`config.mk`:
```
export PLATFORM = sky130hd
export DESIGN_NAME = rht_buffer
export DESIGN_NICKNAME = d
export VERILOG_FILES = /design/src/rtl/rht_buffer.sv
export SDC_FILE = /design/constraint.sdc
export NUM_CORES = 2
export LEC_CHECK = 0
export BUFFER_PORTS_ARGS = -buffer_cell sky130_fd_sc_hd__buf_4
export CORE_MARGIN = 5
export CORE_UTILIZATION = 35
export CTS_CLUSTER_SIZE = 14
export DETAILED_ROUTE_END_ITERATION = 16
export GPL_ROUTABILITY_DRIVEN = 0
export PLACE_DENSITY = 0.57
export SLEW_MARGIN = 10
export SYNTH_ARGS = -nofsm -noshare
export SYNTH_HDL_FRONTEND = slang
export SYNTH_MEMORY_MAX_BITS = 65536
export SYNTH_SLANG_ARGS = --single-unit
export TNS_END_PERCENT = 5
```
`constraint.sdc`:
```
create_clock -name clk -period 8.74 [get_ports clk]
set_clock_uncertainty 0.1 [all_clocks]
set_input_delay 1.748 -clock clk [delete_from_list [all_inputs] [get_ports clk]]
set_output_delay 1.748 -clock clk [all_outputs]
set_load 0.01 [all_outputs]
```
`src/rtl/rht_buffer.sv`:
```
// Register history table: circular rename-history buffer with a walker read port.
// Optional feature: define RHT_CHECKPOINT_GUARD_EN to protect the checkpoint group holding head.
module rht_buffer #(
  parameter int unsigned RHT_ID_WIDTH = 8,
  parameter int unsigned L_ADDR       = 5,
  parameter int unsigned P_ADDR       = 7,
  parameter int unsigned K            = 32
) (
  input  logic                    clk,
  input  logic                    rst,
  input  logic                    alloc_valid,
  output logic                    alloc_ready,
  input  logic [L_ADDR-1:0]       alloc_ldst,
  input  logic [P_ADDR-1:0]       alloc_pdst,
  input  logic [P_ADDR-1:0]       alloc_old_pdst,
  output logic [RHT_ID_WIDTH-1:0] rht_id_out,
  input  logic                    commit_en,
  output logic                    release_valid,
  output logic [P_ADDR-1:0]       release_preg,
  input  logic [RHT_ID_WIDTH-1:0] walk_point,
  input  logic                    rec_state,
  input  logic                    in_reclaim,
  input  logic                    rht_set_ptr,
  input  logic [RHT_ID_WIDTH-1:0] new_pointer,
  output logic                    restore_valid,
  output logic [L_ADDR-1:0]       restore_ldst,
  output logic [P_ADDR-1:0]       restore_pdst,
  output logic                    reclaim_valid,
  output logic [P_ADDR-1:0]       reclaim_preg
);
  localparam int unsigned DEPTH = 2 ** RHT_ID_WIDTH;
  localparam int unsigned CNT_W = RHT_ID_WIDTH + 1;
`ifdef RHT_CHECKPOINT_GUARD_EN
  localparam bit GUARD_EN = 1'b1;
`else
  localparam bit GUARD_EN = 1'b0;
`endif

  typedef struct packed {
    logic [L_ADDR-1:0] ldst;
    logic [P_ADDR-1:0] pdst;
    logic [P_ADDR-1:0] old_pdst;
  } rht_entry_t;

  rht_entry_t mem_q [DEPTH];

  logic [RHT_ID_WIDTH-1:0] head_q, head_d, tail_q, tail_d;
  logic [CNT_W-1:0]        count_q, count_d;
  logic                    release_valid_q, release_valid_d;
  logic [P_ADDR-1:0]       release_preg_q, release_preg_d;
  logic                    alloc_fire, commit_fire;
  logic [RHT_ID_WIDTH-1:0] head_ofs, live_w;
  logic [CNT_W-1:0]        cap, live;

  // Capacity, handshakes and next-state pointers/count.
  always_comb begin
    head_ofs        = head_q & RHT_ID_WIDTH'(K - 1);
    cap             = GUARD_EN ? (CNT_W'(DEPTH) - CNT_W'(head_ofs)) : CNT_W'(DEPTH);
    alloc_ready     = ~rec_state & (count_q < cap);
    alloc_fire      = alloc_valid & alloc_ready;
    commit_fire     = commit_en & (count_q != '0);
    live_w          = new_pointer - head_q;
    live            = (live_w == '0) ? CNT_W'(DEPTH) : CNT_W'(live_w);
    head_d          = head_q;
    tail_d          = tail_q;
    count_d         = count_q;
    release_valid_d = commit_fire;
    release_preg_d  = release_preg_q;
    if (commit_fire) begin
      head_d         = head_q + RHT_ID_WIDTH'(1);
      release_preg_d = mem_q[head_q].old_pdst;
    end
    // A redirect replaces the tail and recomputes occupancy from the pre-commit head.
    if (rht_set_ptr) begin
      tail_d  = new_pointer;
      count_d = live - CNT_W'(commit_fire);
    end else begin
      if (alloc_fire) tail_d = tail_q + RHT_ID_WIDTH'(1);
      count_d = count_q + CNT_W'(alloc_fire) - CNT_W'(commit_fire);
    end
  end

  always_ff @(posedge clk or posedge rst) begin
    if (rst) begin
      head_q          <= '0;
      tail_q          <= '0;
      count_q         <= '0;
      release_valid_q <= 1'b0;
      release_preg_q  <= '0;
    end else begin
      head_q          <= head_d;
      tail_q          <= tail_d;
      count_q         <= count_d;
      release_valid_q <= release_valid_d;
      release_preg_q  <= release_preg_d;
    end
  end

  // Entry storage is deliberately not reset.
  always_ff @(posedge clk) begin
    if (alloc_fire) begin
      mem_q[tail_q] <= '{ldst: alloc_ldst, pdst: alloc_pdst, old_pdst: alloc_old_pdst};
    end
  end

  assign rht_id_out    = tail_q;
  assign release_valid = release_valid_q;
  assign release_preg  = release_preg_q;
  assign restore_valid = rec_state & ~in_reclaim;
  assign restore_ldst  = mem_q[walk_point].ldst;
  assign restore_pdst  = mem_q[walk_point].pdst;
  assign reclaim_valid = in_reclaim;
  assign reclaim_preg  = mem_q[walk_point].pdst;
endmodule

```
==> impl_metrics.toml <==
[power]
power.switching_mw = 14.6
pwr-share-clk_pct = 36.8
power.leakage_nw = 65.9
fin_total_pwr_mw = 55.3
sw_frac_of_total_pct = 26.4
comb_power_share_pct = 15.9
ir_drop_mv = 0.214
p_seq_share_pct = 47.3
p_int_mw = 40.7
power.density_nw_per_um2 = 257

[final_layout]
instances_no_fill = 16100
syn_to_final_growth_pct = 14.2
regArea_um2 = 147000
nFillCells = 46800
layout-drive-gt1-share_pct = 29.3
final_util_pct = 40.1
layout.nets = 8593
multi_input_area_um2 = 40500
finalInstanceArea_um2 = 216000

[synth]
synth_area_um2 = 189000
synth-main-ff-cell = "edfxtp_1"
synth.avg_cell_area_um2 = 23.2
synth_cell_types = 65
syn_nets = 8203
synth_edf_count = 4864
ys_async_sr_fraction_pct = 0.674
yosysSeqAreaShare_pct = 77.8
synthCells = 8133
ys_ff_latch = 4897
ys_warn_count = 0

[place]
postPlaceCellArea_um2 = 200000
place_inst = 15200
io_buffers = 79
place_ws_ns = 0.931
dp_hpwl_mm = 311

[global_routing]
grt_max_degree = 185
use_met3_pct = 4.51
grt_pass1_wl_mm = 732
grt_pass1_vias = 91000
grt_use_met1_pct = 25.5
grt_overflow = 0
grtUsageMet2_pct = 29.6
top_usage_layer = "met2"
antenna_found_initial = 33
grt_usage_pct = 18.7

[route]
wl_mm = 528
vias = 90000
avgRoutedWirePerCell_um = 32.7
viasPerCell = 5.58
dr.pass1.iters = 8
dr.first_iter.drc_count = 11300
drc = 0
drtAntennaViolNets = 0

[sta]
setup_viol = 0
period_needed_ns = 7.72
fin_setup_tns_ns = 0
post-route-period-util_pct = 88.3
report.final.slew_viol_count = 2
fin_ws_ns = 1.02
fmax_mhz = 130
rsz0062_at_grt = "no"
slew_headroom_pct = -9.29
hold_violations = 0
worst_pin_slew_ns = 1.62
hold_ws_ns = 0.594

[clock_tree]
clk_path_buf_depth = 4
clkLatencyLatePin_ns = 1.03
cts_post_setup_buffers_inserted = 0
cts_max_level = 5
cts_buffers = 478
clock-root-buffer = "clkbuf_16"
cts_hold_buf = 0
cts_resized = 0
clock-sinks = 4897
cts_tree = "done"
path_clk_slew_ns = 0.06

[floorplanning]
core_area_um2 = 537000
die_w_um = 744
rows = 269
fp.dieArea_um2 = 554000
die_y_um = 744
io_pins = 80
start_util_pct = 35.1

[flow_run]
drv_cap = 1

[worst_hold_path]
hp-class = "register to register"
whs_path_depth = 3

[critical_path]
cp-start-kind = "input port"
worst_setup_path_end_kind = "primary output"
path_max_fanout = 64
crit_type = "input port to primary output"
worstPathArrival_ns = 5.87
required_ns = 6.89
r2r_cells = 15

[status]
violations = "max-capacitance violations, max-slew violations"
run_status = "complete, but fails checks"
## worst paths after layout
| path | startpoint | endpoint | slack [ns] |
|---|---|---|---|
| max in group asynchronous | rst | head_q[0]$_DFFE_PP0P_ | 7.04 |
| min reg2reg | count_q[0]$_DFF_PP0_ | count_q[0]$_DFF_PP0_ | 0.59 |
| min in group asynchronous | rst | rht_id_out[3]$_DFFE_PP0P_ | 0.83 |
| max | walk_point[0] | restore_ldst[3] | 1.02 |
| min | count_q[0]$_DFF_PP0_ | count_q[0]$_DFF_PP0_ | 0.59 |
| max reg2reg | count_q[8]$_DFF_PP0_ | count_q[8]$_DFF_PP0_ | 3.56 |
## layout make-up
class                      count  share of cell area, %
antenna                       25                 0.0290
clock inverter               299                   1.33
multi-input combinational   2740                   18.8
tap                         7181                   4.17
timing repair buffer         380                   1.67
sequential                  4897                   68.2
clock buffer                 578                   5.81
inverter                      26                 0.0476
## registers in the layout (all words and copies together) (netlist names)
signal         flops
release_preg       7
rht_id_out         8
release_valid      1
count_q            9
head_q             8
mem_q           4864
## power by group through the flow
| stage | clock network (mW) | logic (mW) | registers [mW] |
|---|---|---|---|
| after floorplan | 0 | 5.26 | 26.5 |
| after global placement | 0 | 8.51 | 26.6 |
| after detailed placement | 0 | 8.59 | 26.6 |
| after CTS | 20.7 | 8.61 | 26.1 |
| after global routing | 21.6 | 9.07 | 26.1 |
| final | 20.3 | 8.80 | 26.2 |
## logic make-up (layout without fill, tap and decap cells)
group | Yosys count | count (layout) | share of synthesized area [%]
flops | 4897 | 4897 | 77.8
mux | 1608 | 1608 | 17.1
compound gates | 541 | 541 | 1.96
simple gates | 532 | 532 | 1.22
buf+inv | 496 | 1283 | 1.57
xor+xnor | 31 | 31 | 0.144
fa+ha+maj | 28 | 28 | 0.194
other cells | 0 | 25 | 0
## critical path: stages
cell and delay [ns]:
buf_12 0.37, buf_12 0.33, buf_12 0.27, mux4_2 0.53, mux4_2 0.65, o22ai_1 0.51
or4_1 0.68, nor2_1 0.27, buf_4 0.22
## routing by layer
layer  wire length [um]  up-vias  part of all wire (%)
met2             249000     4249                    47
met1             212000    49300                    40
met3              48500      811                   9.2
met5                905        -                  0.17
met4              17300       12                   3.3
li1                   -    35700                     -
## synthesized netlist by cell type, types with 4 or more instances
master	n	area, um2
clkbuf_1	173	649
buf_12	5	100
a22oi_1	177	1330
o21bai_1	4	30.0
o22ai_1	70	438
a221oi_1	27	236
buf_6	78	878
ha_1	26	325
nand4_1	6	37.5
a211oi_1	27	203
buf_4	54	405
o221ai_1	12	105
o21ai_0	43	215
a2111oi_0	5	43.8
and2_1	5	31.3
mux2i_1	323	3230
nor3_1	9	45.0
o21a_1	4	30.0
mux4_2	1266	28500
nor2_1	305	1140
or2_2	6	37.5
buf_8	7	105
and3_1	7	43.8
nor4_1	7	43.8
edfxtp_1	4864	146000
xnor2_1	17	149
or4_1	25	188
nand3_1	32	160
nand2_1	103	387
a21oi_1	114	571
o211ai_1	12	90.1
dfrtp_1	33	826
nor2b_1	20	125
inv_1	23	86.3
buf_2	123	616
mux4_1	19	499
xor2_1	14	123
a22o_1	18	158
buf_1	29	109
## cell usage in the layout (no fill, tap or decap), drive strengths merged, types with 9 or more instances in the layout
cell type  instances
edfxtp          4864
nand2            103
a22oi            177
bufinv            46
nor2b             20
inv               34
o21ai             43
a211oi            27
xor2              14
dfrtp             33
clkinv           227
ha                26
mux4            1285
diode             25
nand3             32
o211ai            12
or4               25
o221ai            12
nor2             305
a221oi            28
a21oi            114
xnor2             17
clkinvlp          18
buf              372
a22o              18
o22ai             70
clkbuf           586
nor3               9
mux2i            323
(Power assumes the default switching activity.)
